$ cat src/rtl/task2_12_mux.sv
// task2_12_mux: 2:1 word mux with registered copy and saturating select-change counter
module task2_12_mux #(
   parameter int WIDTH = 4,
   parameter int CNT_W = 8
) (
   input  logic             clk,
   input  logic             rst,
   input  logic [WIDTH-1:0] d0,
   input  logic [WIDTH-1:0] d1,
   input  logic             s,
   input  logic             en,
   output logic [WIDTH-1:0] y,
   output logic [WIDTH-1:0] y_q,
   output logic             s_q,
   output logic [CNT_W-1:0] sel_changes
);
   logic s_prev;
   assign y = s ? d1 : d0;
   // s_prev tracks s every cycle so the counter sees transitions even while en is low
   always_ff @(posedge clk) begin
      if (rst) begin
         y_q         <= '0;
         s_q         <= 1'b0;
         s_prev      <= 1'b0;
         sel_changes <= '0;
      end else begin
         if (en) begin
            y_q <= y;
            s_q <= s;
         end
         s_prev <= s;
         if (s != s_prev && sel_changes != '1) sel_changes <= sel_changes + CNT_W'(1);
      end
   end
endmodule

$ cat config.mk
export PLATFORM = sky130hd
export DESIGN_NAME = task2_12_mux
export DESIGN_NICKNAME = d
export VERILOG_FILES = /design/src/rtl/task2_12_mux.sv
export SDC_FILE = /design/constraint.sdc
export NUM_CORES = 1
export LEC_CHECK = 0
export BUFFER_PORTS_ARGS = -buffer_cell sky130_fd_sc_hd__buf_2
export CAP_MARGIN = 20
export CELL_PAD_IN_SITES_DETAIL_PLACEMENT = 2
export CELL_PAD_IN_SITES_GLOBAL_PLACEMENT = 2
export CORE_UTILIZATION = 27
export DETAILED_ROUTE_END_ITERATION = 10
export PLACE_DENSITY = 0.83
export SETUP_SLACK_MARGIN = 0.3
export SYNTH_ARGS = -nofsm -noshare
export SYNTH_HDL_FRONTEND = slang
export SYNTH_SLANG_ARGS = --single-unit
$ cat constraint.sdc
create_clock -name clk -period 2 [get_ports clk]
set_input_delay 0.1 -clock clk [delete_from_list [all_inputs] [get_ports clk]]
set_output_delay 0.1 -clock clk [all_outputs]
set_load 0.01 [all_outputs]
Yosys cells after proc, flatten, opt, wreduce, memory -nomap -nowiden
Index checks and enable logic that the tools add are counted.
{"block": "word_totals", "regBits": 14, "inputBits": 12, "wordCells": 9}
{"block": "op_classes", "add_sub_neg": 1, "n_eq_ne": 2, "n_mux": 1, "reduce_logical": 1}
{"cell": "$add 8x1->8 const B", "count": 1}
{"cell": "$ne 8x8->1 const B", "count": 1}
{"cell": "$mux 4", "count": 1}
{"cell": "$logic_and 1x1->1", "count": 1}
{"cell": "$ne 1x1->1", "count": 1}

Depth between registers and ports, before layout
Gate-level depths: netlist of the first run.
{"block": "logic_depth", "ltp_word": 2, "mapped_depth": 5, "ltp_nobuf": 4}

Worst setup path before layout of the first run
OpenSTA, ideal clock, no wires.
{"block": "synth_path", "path_type": "register to register", "from": "reg sel_changes[0]", "to": "reg sel_changes[4]", "setup_ns": 0.121, "t_arrival_ns": 1.485, "required_time_ns": 1.879, "path_slack_ns": 0.395, "stages_incl_launch_ff": 6, "path_buffers": 1, "period_less_slack_ns": 1.605, "path_cell_list": "dfxtp_1 > ha_1 > and4_1 > buf_2 > a211oi_1 > mux2_2"}
{"block": "synth_between", "elab_chain_cells": 2, "word_cells_on_any_way": 3, "classes_between": "1 x add/sub; 1 x eq/ne; 1 x reduce/logical"}
{"element": "from (decl)", "line": "15", "source": "output logic [CNT_W-1:0] sel_changes"}
{"element": "from (signal assigned)", "line": "32", "source": "if (s != s_prev && sel_changes != '1) sel_changes <= sel_changes + CNT_W'(1);"}
{"element": "branches (longest 2 deep; another with $add 8x1->8)"}
Parallel ways; which one is timed is not known.
A chain may end at the register's enable or synchronous reset.

Worst setup path after layout of the first run
{"block": "layout_path", "from": "reg sel_changes[0]", "to": "reg sel_changes[0]"}
The elaborated chain is that of the path after synthesis.

==> results.sh, run 1 <==
export IMPL_synth_edf_count=0
export IMPL_grt_remaining_overflow=0
export IMPL_drcViolationCount=0
export IMPL_slew_violations=0
export IMPL_avgSynthCellArea_um2=9.78
export IMPL_drive_gt1_share_pct=39.2
export IMPL_ys_seq_area_share_pct=38.2
export IMPL_root_buffer="clkbuf_4"
export IMPL_pwr_density_cell_nw_per_um2=662
export IMPL_finalSetupTns_ns=0
export IMPL_htreeDepth=1
export IMPL_max_cap_violations=0
export IMPL_synthToLayoutAreaGrowth_pct=25.3
export IMPL_max_freq_mhz=610
export IMPL_rsz0062_at_grt="true"
export IMPL_report_final_setup_viol=0
export IMPL_cts_clk_slew_worst_paths_ns=0.08
export IMPL_routedWlPerCell_um=14.2
export IMPL_critPathKind="reg2reg"
export IMPL_numCtsBuffers=3
export IMPL_avgViaCountPerCell=4.85
export IMPL_finalHoldViolations=0
export IMPL_synth_flop_cell="dfxtp_1"
export IMPL_clockBufferDepth=2
export IMPL_numPortBuffers=28
export IMPL_fin_skew_ns=0.00409
export IMPL_grt_pass1_wl_um=3030
export IMPL_clkLatencyLatePin_ns=0.28
export IMPL_grt_pass1_vias=639
export IMPL_io_pins=29
export IMPL_cp_required_ns=2.17
export IMPL_path_max_fanout=6
export IMPL_cts_setup_buffers=0
export IMPL_tightest_slew_ns=0.371
export IMPL_synth_top_cell_area_share_pct=38.2
export IMPL_start_kind="flip-flop"
export IMPL_start_util_pct=29.1
export IMPL_yosysWarnings=0
export IMPL_yosys_cell_types_count=28
export IMPL_nNetsFinal=116
export IMPL_ant_nets=0
export IMPL_vdd_drop_max_mv=0.356
export IMPL_clkSinkCount=14
export IMPL_grt_max_degree=21
export IMPL_antenna_found_initial=0
export IMPL_synthCells=75
export IMPL_fillers=310
export IMPL_ys_top_cells_by_area="dfxtp_1, mux2i_1, mux2_2"
export IMPL_drt_total_wl_um=1880
export IMPL_min_path_type="in2reg"
export IMPL_status="finished clean"
export IMPL_dp_hpwl_um=1490
export IMPL_coreArea_um2=2520
export IMPL_syn_area_um2=733
export IMPL_detail_route_iter0_violations=1
export IMPL_die_h_um=54.1
export IMPL_leakage_nw=0.412
export IMPL_via_count=640
export IMPL_drtPass1Iterations=4
export IMPL_end_kind="flip-flop"
export IMPL_slew_headroom_pct=74.6
export IMPL_synth_top_area_cell="dfxtp_1"
export IMPL_die_w_um=54.1
export IMPL_synth_seq_cells=14
export IMPL_cp_data_arrival_time_ns=1.81
export IMPL_diodes=0
export IMPL_die_area_um2=2930
export IMPL_syn_num_nets=88
export IMPL_tritoncts="yes"
export IMPL_finish_utilization_pct=36.4
export IMPL_grt_use_total_pct=14.6
export IMPL_gp_congestion=0.712
export IMPL_post_route_min_period_ns=1.64
export IMPL_synth_async_sr_flop_share_pct=0
export IMPL_post_route_period_util_pct=81.9
export IMPL_rows=18
metrics by stage:
step	cells	worst slack, ns	instance area (um^2)	hold WS [ns]	power (mW)
6_report	132	0.362	918	0.185	0.608
5_1_grt	132	0.247	918	0.180	0.643
4_1_cts	132	0.350	918	0.179	0.622
3_5_place_dp	128	0.363	882	0.480	0.413
3_3_place_gp	128	0.440	882	0.471	0.409
2_1_floorplan	75	0.395	733	0.344	0.375
placed cells by master (no fill, tap or decap):
master      n
a2111oi_0   1
a211oi_1    3
a21oi_1     2
and3_1      1
and4_1      1
and4b_1     1
buf_2      28
clkbuf_4    3
clkbuf_8    1
dfxtp_1    14
ha_1        1
inv_1       4
mux2_2      6
mux2_4      1
mux2i_1     7
nand2_1     1
nand2b_1    4
nand3_1     2
nand4_1     1
nor2_1      7
nor2b_1     4
nor3_1      1
nor3b_1     1
nor4_1      2
o21ai_0     1
o21bai_1    2
o31a_1      1
xnor2_4     1
layer usage:
| metal | up-vias | routed length (um) | track usage [%] |
|---|---|---|---|
| met4 | 0 | 29 | 6.41 |
| met5 | - | 0 | 0 |
| met2 | 8 | 985 | 24.3 |
| met1 | 310 | 827 | 18.2 |
| met3 | 4 | 36 | 2.54 |
| li1 | 318 | - | - |
area by class of cell:
cell class | instances | area (um^2) | share of cell area [%]
multi-input cells | 52 | 409 | 44.6
clock buffers | 4 | 36.3 | 3.95
well taps | 30 | 37.5 | 4.09
inverters | 4 | 15.0 | 1.63
repair buffers | 28 | 140 | 15.3
flip-flops and latches | 14 | 280 | 30.5
worst paths after layout:
kind                                from                          end  slack (ns)  cells past startpoint
max          sel_changes[0]$_SDFFE_PP0P_  sel_changes[0]$_SDFFE_PP0P_        0.36                      4
min                                    s            s_prev$_SDFF_PP0_        0.19                      2
max reg2reg  sel_changes[0]$_SDFFE_PP0P_  sel_changes[0]$_SDFFE_PP0P_        0.36                      4
min reg2reg          y_q[2]$_SDFFE_PP0P_          y_q[2]$_SDFFE_PP0P_        0.50                      2
timing repair:
action                     CTS  global route
hold buffers                 0             0
setup endpoints to repair    0             3
resized for setup            0             0
cell usage after synthesis, types with 2 or more instances:
master,n
nor2b_1,4
inv_1,4
nand3_1,2
o21bai_1,2
dfxtp_1,14
nor2_1,7
a21oi_1,2
mux2i_1,7
clkbuf_1,2
mux2_2,6
nand2b_1,4
nor4_1,2
a211oi_1,3
buf_2,2
worst max-delay path, stage by stage (launching register included):
cell	delay, ns
dfxtp_1	0.35
ha_1	0.26
and4_1	0.28
a21oi_1	0.28
mux2_2	0.36
logic make-up (layout without fill, tap and decap cells):
logic type / count (synthesis) / after routing / synth area share (%)
simple gates: 26 / 26 / 20.0
mux: 14 / 14 / 20.8
flops: 14 / 14 / 38.2
compound gates: 10 / 10 / 9.56
buf+inv: 9 / 36 / 5.97
fa+ha+maj: 1 / 1 / 1.71
xor+xnor: 1 / 1 / 3.75
report_power, final:
| part | internal [mW] | total, mW | leakage [nW] | switching (mW) |
|---|---|---|---|---|
| Sequential | 0.292 | 0.303 | 0.114 | 0.0109 |
| Clock | 0.111 | 0.204 | 0.0210 | 0.0931 |
| Combinational | 0.0495 | 0.101 | 0.277 | 0.0518 |
registers in the layout, indices dropped and copies added (netlist names):
| name | cells |
|---|---|
| sel_changes | 8 |
| y_q | 4 |
| s_prev | 1 |
| s_q | 1 |
No activity file was read; power rests on OpenSTA's default activity.
==> run 2, diff against run 1 <==
--- a/config.mk
+++ b/config.mk
@@ -9,9 +9,9 @@
 export CAP_MARGIN = 20
 export CELL_PAD_IN_SITES_DETAIL_PLACEMENT = 2
 export CELL_PAD_IN_SITES_GLOBAL_PLACEMENT = 2
-export CORE_UTILIZATION = 27
+export CORE_UTILIZATION = 24
 export DETAILED_ROUTE_END_ITERATION = 10
-export PLACE_DENSITY = 0.83
+export PLACE_DENSITY = 0.78
 export SETUP_SLACK_MARGIN = 0.3
 export SYNTH_ARGS = -nofsm -noshare
 export SYNTH_HDL_FRONTEND = slang
==> constraint.sdc (replaced) <==
create_clock -name clk -period 1.35 [get_ports clk]
set_input_delay 0.0675 -clock clk [delete_from_list [all_inputs] [get_ports clk]]
set_output_delay 0.0675 -clock clk [all_outputs]
set_load 0.01 [all_outputs]
==> run 2 against run 1 <==
  * The flow now finishes with violations (design-rule violations, negative setup slack)
  * Sequential power increased by 49%
  * Cell area increased by 26%
  * Wire length increased by 29%
  * Combinational power increased by 110%
  * Core utilization increased by 4.5 points
  * Via count increased by 15%
  * Critical path type unchanged
  * Die area increased by 12%
  * Clock skew increased by 0.0020 ns
  * Maximum frequency increased by 17%
==> results.sh, run 2 (synthesis gave the netlist of run 1 again) <==
export IMPL_status="finished, violations left"
export IMPL_start_util_pct=25.9
export IMPL_via_count=737
export IMPL_slew_violations=0
export IMPL_fin_cells=151
export IMPL_max_cap_violations=0
export IMPL_vdd_drop_max_mv=0.426
export IMPL_cp_data_arrival_time_ns=1.59
export IMPL_final_area_um2=1160
export IMPL_grt_max_degree=21
export IMPL_gp_congestion=0.721
export IMPL_reg2reg_slack_ns=-0.05
export IMPL_numPortBuffers=28
export IMPL_grt_remaining_overflow=0
export IMPL_finalWorstSetupSlack_ns=-0.0536
export IMPL_clkPwrFrac_pct=32.1
export IMPL_numCtsBuffers=3
export IMPL_drtPass1Iterations=7
export IMPL_ant_nets=0
export IMPL_multi_input_area_um2=493
export IMPL_violations="design-rule violations, negative setup slack"
export IMPL_finish_utilization_pct=40.9
export IMPL_worstReg2RegEnd="sel_changes[4]$_SDFFE_PP0P_"
export IMPL_min_path_cells=3
export IMPL_clkLatencyLatePin_ns=0.29
export IMPL_seq_area_um2=290
export IMPL_hold_slack_ns=0.150
export IMPL_dp_cells=142
export IMPL_critPathKind="reg2reg"
export IMPL_ctsHoldBuffers=0
export IMPL_cp_required_ns=1.54
export IMPL_rows=19
export IMPL_switching_share_pct=27.3
export IMPL_fin_skew_ns=0.00607
export IMPL_largest_reg_flops=8
export IMPL_htreeDepth=1
export IMPL_reg2reg_depth=4
export IMPL_coreArea_um2=2830
export IMPL_min_delay_start="en"
export IMPL_grt_use_total_pct=17.2
export IMPL_place_worst_setup_slack_ns=-0.0890
export IMPL_max_freq_mhz=712
export IMPL_layout_common_cells="buf_2, buf_4, dfxtp_1"
export IMPL_report_final_setup_viol=4
export IMPL_drive_gt1_share_pct=60.0
export IMPL_die_w_um=57.3
export IMPL_leakage_nw=0.512
export IMPL_die_area_um2=3280
export IMPL_post_route_min_period_ns=1.40
export IMPL_finalHoldViolations=0
export IMPL_post_route_period_util_pct=104
export IMPL_io_pins=29
export IMPL_combPwrFrac_pct=21.4
export IMPL_drt_total_wl_um=2430
export IMPL_die_h_um=57.3
export IMPL_p_seq_share_pct=46.5
export IMPL_p_total_mw=0.970
export IMPL_finalSetupTns_ns=-0.0842
export IMPL_grt_pass1_wl_um=4160
export IMPL_endpoint="sel_changes[4]$_SDFFE_PP0P_"
export IMPL_avgViaCountPerCell=4.88
export IMPL_dp_hpwl_um=1690
export IMPL_layout_commonest_cell="buf_2"
export IMPL_routedWlPerCell_um=16.1
export IMPL_root_buffer="clkbuf_4"
export IMPL_antenna_found_initial=0
export IMPL_tightest_slew_ns=0.356
export IMPL_rsz0062_at_grt="true"
export IMPL_drcViolationCount=2
export IMPL_cts_clk_slew_worst_paths_ns=0.09
export IMPL_reg_largest_list="sel_changes x8, y_q x4"
export IMPL_detail_route_iter0_violations=12
export IMPL_fillers=318
export IMPL_path_max_fanout=5
export IMPL_clockBufferDepth=2
export IMPL_place_area_um2=1010
export IMPL_switchingPower_mw=0.265
export IMPL_largest_register="sel_changes"
export IMPL_internal_power_mw=0.705
export IMPL_grt_pass1_vias=853
export IMPL_min_path_type="in2reg"
export IMPL_synthToLayoutAreaGrowth_pct=57.7
export IMPL_start_kind="flip-flop"
export IMPL_pwr_density_cell_nw_per_um2=839
export IMPL_diodes=0
export IMPL_critPathLaunch="sel_changes[0]$_SDFFE_PP0P_"
export IMPL_r2r_start="sel_changes[0]$_SDFFE_PP0P_"
export IMPL_slew_headroom_pct=76.3
export IMPL_clkSinkCount=14
export IMPL_nNetsFinal=134
export IMPL_tritoncts="yes"
export IMPL_end_kind="flip-flop"
## run 2: cell types whose count changed in the layout (fill, tap and decap cells not counted), sizes merged
cell	previous run	this run
buf	28	46
## run 2: what timing repair did
action                     4_1_cts  5_1_grt
setup buffers                    3        2
pin swaps                        6        4
gates resized for setup         13        5
setup endpoints to repair        8        8
## run 2: power by group through the flow
stage	clock, mW	sequential, mW	combinational [mW]
after detailed placement	0	0.462	0.186
after CTS	0.323	0.452	0.203
after global placement	0	0.460	0.178
after global routing	0.340	0.454	0.230
final	0.311	0.451	0.208
after floorplan	0	0.472	0.0932
## run 2: worst min-delay path by stage
stage                     endpoint  slack (ns)
2_1_floorplan                 y[0]        0.30
3_5_place_dp   y_q[0]$_SDFFE_PP0P_        0.45
6_report       y_q[0]$_SDFFE_PP0P_        0.15
3_3_place_gp   y_q[1]$_SDFFE_PP0P_        0.43
5_1_grt        y_q[0]$_SDFFE_PP0P_        0.17
4_1_cts        y_q[0]$_SDFFE_PP0P_        0.15
## run 2: cell type report
| class | instances | area share [%] |
|---|---|---|
| clock buffer | 4 | 3.14 |
| inverter | 4 | 1.30 |
| multi-input combinational | 52 | 42.6 |
| sequential | 14 | 25.1 |
| tap | 31 | 3.35 |
| timing repair buffer | 46 | 24.5 |
## run 2: metal layers
layer  up-vias  GRT usage [%]  wire (um)
li1        357              -          -
met1       360           16.9        925
met2        18           33.9       1380
met3         2           5.22        114
met4         0           5.23          7
met5         -              0          0
## run 2: worst max-delay path, stage by stage (launching register included)
cell	delay, ns
dfxtp_4	0.36
ha_4	0.15
and4_4	0.22
a211oi_4	0.26
mux2_4	0.31
==> run 3, diff against run 2 <==
--- a/config.mk
+++ b/config.mk
@@ -12,7 +12,7 @@
 export CORE_UTILIZATION = 24
 export DETAILED_ROUTE_END_ITERATION = 10
 export PLACE_DENSITY = 0.78
-export SETUP_SLACK_MARGIN = 0.3
+export SETUP_SLACK_MARGIN = 0.4
 export SYNTH_ARGS = -nofsm -noshare
 export SYNTH_HDL_FRONTEND = slang
 export SYNTH_SLANG_ARGS = --single-unit
==> run 3 against run 2 <==
  * The run still ends with design-rule violations, negative setup slack left
  * Sequential share of layout area is 1.7 points lower
  * Maximum frequency is 2.2% lower
  * Worst setup slack got worse by 0.032 ns
  * Sequential cell count is the same
  * Combinational power grew 27%
  * Clock skew down 0.0017 ns
  * Sequential power about the same
  * Total power grew 6.5%
  * Critical path depth stayed put
  * Die area unchanged
  * Global-route usage up 1.5 points
  * Critical endpoint unchanged
  * Largest cell class unchanged
==> results.sh, run 3 (synthesis gave the netlist of run 1 again) <==
export IMPL_status="finished, violations left"
export IMPL_violations="design-rule violations, negative setup slack"
export IMPL_grt_remaining_overflow=0
export IMPL_crit_family="flip-flops"
export IMPL_avgViaCountPerCell=4.95
export IMPL_layout_common_cells="buf_2, buf_6, buf_4"
export IMPL_slowest_delay_ns=0.36
export IMPL_grt_use_total_pct=18.7
export IMPL_tritoncts="yes"
export IMPL_detail_route_iter0_violations=18
export IMPL_clkLatencyLatePin_ns=0.29
export IMPL_clkSinkCount=14
export IMPL_drtPass1Iterations=7
export IMPL_tightest_slew_ns=0.364
export IMPL_htreeDepth=1
export IMPL_max_freq_mhz=696
export IMPL_critical_path_buf_inv_count=0
export IMPL_drt_total_wl_um=2920
export IMPL_die_w_um=57.3
export IMPL_vdd_drop_max_mv=0.472
export IMPL_dp_hpwl_um=1690
export IMPL_diodes=0
export IMPL_leakage_nw=0.551
export IMPL_nNetsFinal=138
export IMPL_via_count=767
export IMPL_end_kind="flip-flop"
export IMPL_cp_required_ns=1.54
export IMPL_max_cap_violations=0
export IMPL_antenna_found_initial=0
export IMPL_critPathKind="reg2reg"
export IMPL_synthToLayoutAreaGrowth_pct=73.4
export IMPL_hold_slack_ns=0.144
export IMPL_grt_pass1_wl_um=4480
export IMPL_io_pins=29
export IMPL_die_h_um=57.3
export IMPL_ctsHoldBuffers=0
export IMPL_drcViolationCount=2
export IMPL_report_final_setup_viol=4
export IMPL_finalHoldViolations=0
export IMPL_grt_max_degree=21
export IMPL_numCtsBuffers=3
export IMPL_numPortBuffers=28
export IMPL_pwr_density_cell_nw_per_um2=813
export IMPL_routedWlPerCell_um=18.9
export IMPL_cp_data_arrival_time_ns=1.62
export IMPL_rsz0062_at_grt="true"
export IMPL_largest_register="sel_changes"
export IMPL_finish_utilization_pct=44.9
export IMPL_slowest_stage="dfxtp_4"
export IMPL_slew_headroom_pct=75.7
export IMPL_min_path_type="in2reg"
export IMPL_finalWorstSetupSlack_ns=-0.0858
export IMPL_r2r_start="sel_changes[0]$_SDFFE_PP0P_"
export IMPL_start_util_pct=25.9
export IMPL_ant_nets=0
export IMPL_largest_reg_flops=8
export IMPL_gp_congestion=0.721
export IMPL_die_area_um2=3280
export IMPL_layout_commonest_cell="buf_2"
export IMPL_critPathLaunch="sel_changes[0]$_SDFFE_PP0P_"
export IMPL_slew_violations=0
export IMPL_start_kind="flip-flop"
export IMPL_rows=19
export IMPL_clockBufferDepth=2
export IMPL_drive_gt1_share_pct=65.3
export IMPL_grt_pass1_vias=879
export IMPL_reg_largest_list="sel_changes x8, y_q x4"
export IMPL_cts_clk_slew_worst_paths_ns=0.09
export IMPL_min_delay_start="en"
export IMPL_path_max_fanout=5
export IMPL_path_cells="ha_4 > and4_4 > a211oi_4 > mux2_4"
export IMPL_root_buffer="clkbuf_4"
export IMPL_fin_skew_ns=0.00434
export IMPL_post_route_min_period_ns=1.44
export IMPL_post_route_period_util_pct=106
export IMPL_coreArea_um2=2830
-- run 3: cell type report --
type / count / area, um^2
fillers: 310 / 1560
multi-input cells: 52 / 509
repair buffers: 50 / 374
flip-flops and latches: 14 / 298
well taps: 31 / 38.8
clock buffers: 4 / 36.3
inverters: 4 / 15.0
-- run 3: stage by stage --
| step | setup slack [ns] | setup TNS (ns) | power [mW] | cells | cell area (um^2) |
|---|---|---|---|---|---|
| floorplan | -0.0938 | -0.230 | 0.565 | 75 | 769 |
| global placement | -0.0470 | -0.0948 | 0.637 | 142 | 1010 |
| detailed placement | -0.0890 | -0.260 | 0.648 | 142 | 1010 |
| CTS | -0.0376 | -0.0376 | 1.00 | 150 | 1180 |
| global route | -0.162 | -0.579 | 1.08 | 155 | 1270 |
| finish | -0.0858 | -0.244 | 1.03 | 155 | 1270 |
-- run 3: per-layer routing --
layer | vias to the layer above | track usage [%] | part of all wire [%]
met5 | - | 0 | 0
met4 | 0 | 5.57 | 0.24
met3 | 2 | 5.22 | 3.2
met2 | 17 | 36.3 | 56
met1 | 384 | 19.2 | 40
li1 | 364 | - | -
-- run 3: power by group --
part | internal (mW) | switching, mW | total [mW]
combinational | 0.145 | 0.119 | 0.264
clock | 0.164 | 0.152 | 0.317
sequential | 0.433 | 0.0193 | 0.452
total | 0.743 | 0.291 | 1.03
-- run 3: timing repair --
| action | 4_1_cts | 5_1_grt |
|---|---|---|
| endpoints found under the setup margin | 15 | 19 |
| resized for setup | 28 | 11 |
| setup buffers | 4 | 5 |
| pin swaps | 7 | 5 |
-- run 3: worst reg2reg max path, delay by kind of cell (launching register included) --
family,cells,cell delay (ns)
AOI/OAI and AO/OA,1,0.28
adders and majority gates,1,0.15
DFF,1,0.36
muxes,1,0.33
and+or+nand+nor,1,0.21
-- run 3: path summary, 6_finish.rpt --
| kind | cells past startpoint | endpoint | slack (ns) |
|---|---|---|---|
| worst max-delay path | 4 | sel_changes[4]$_SDFFE_PP0P_ | -0.09 |
| worst min-delay path | 3 | y_q[0]$_SDFFE_PP0P_ | 0.14 |
| worst max register to register | 4 | sel_changes[4]$_SDFFE_PP0P_ | -0.09 |
| worst min register to register | 1 | sel_changes[7]$_SDFFE_PP0P_ | 0.48 |
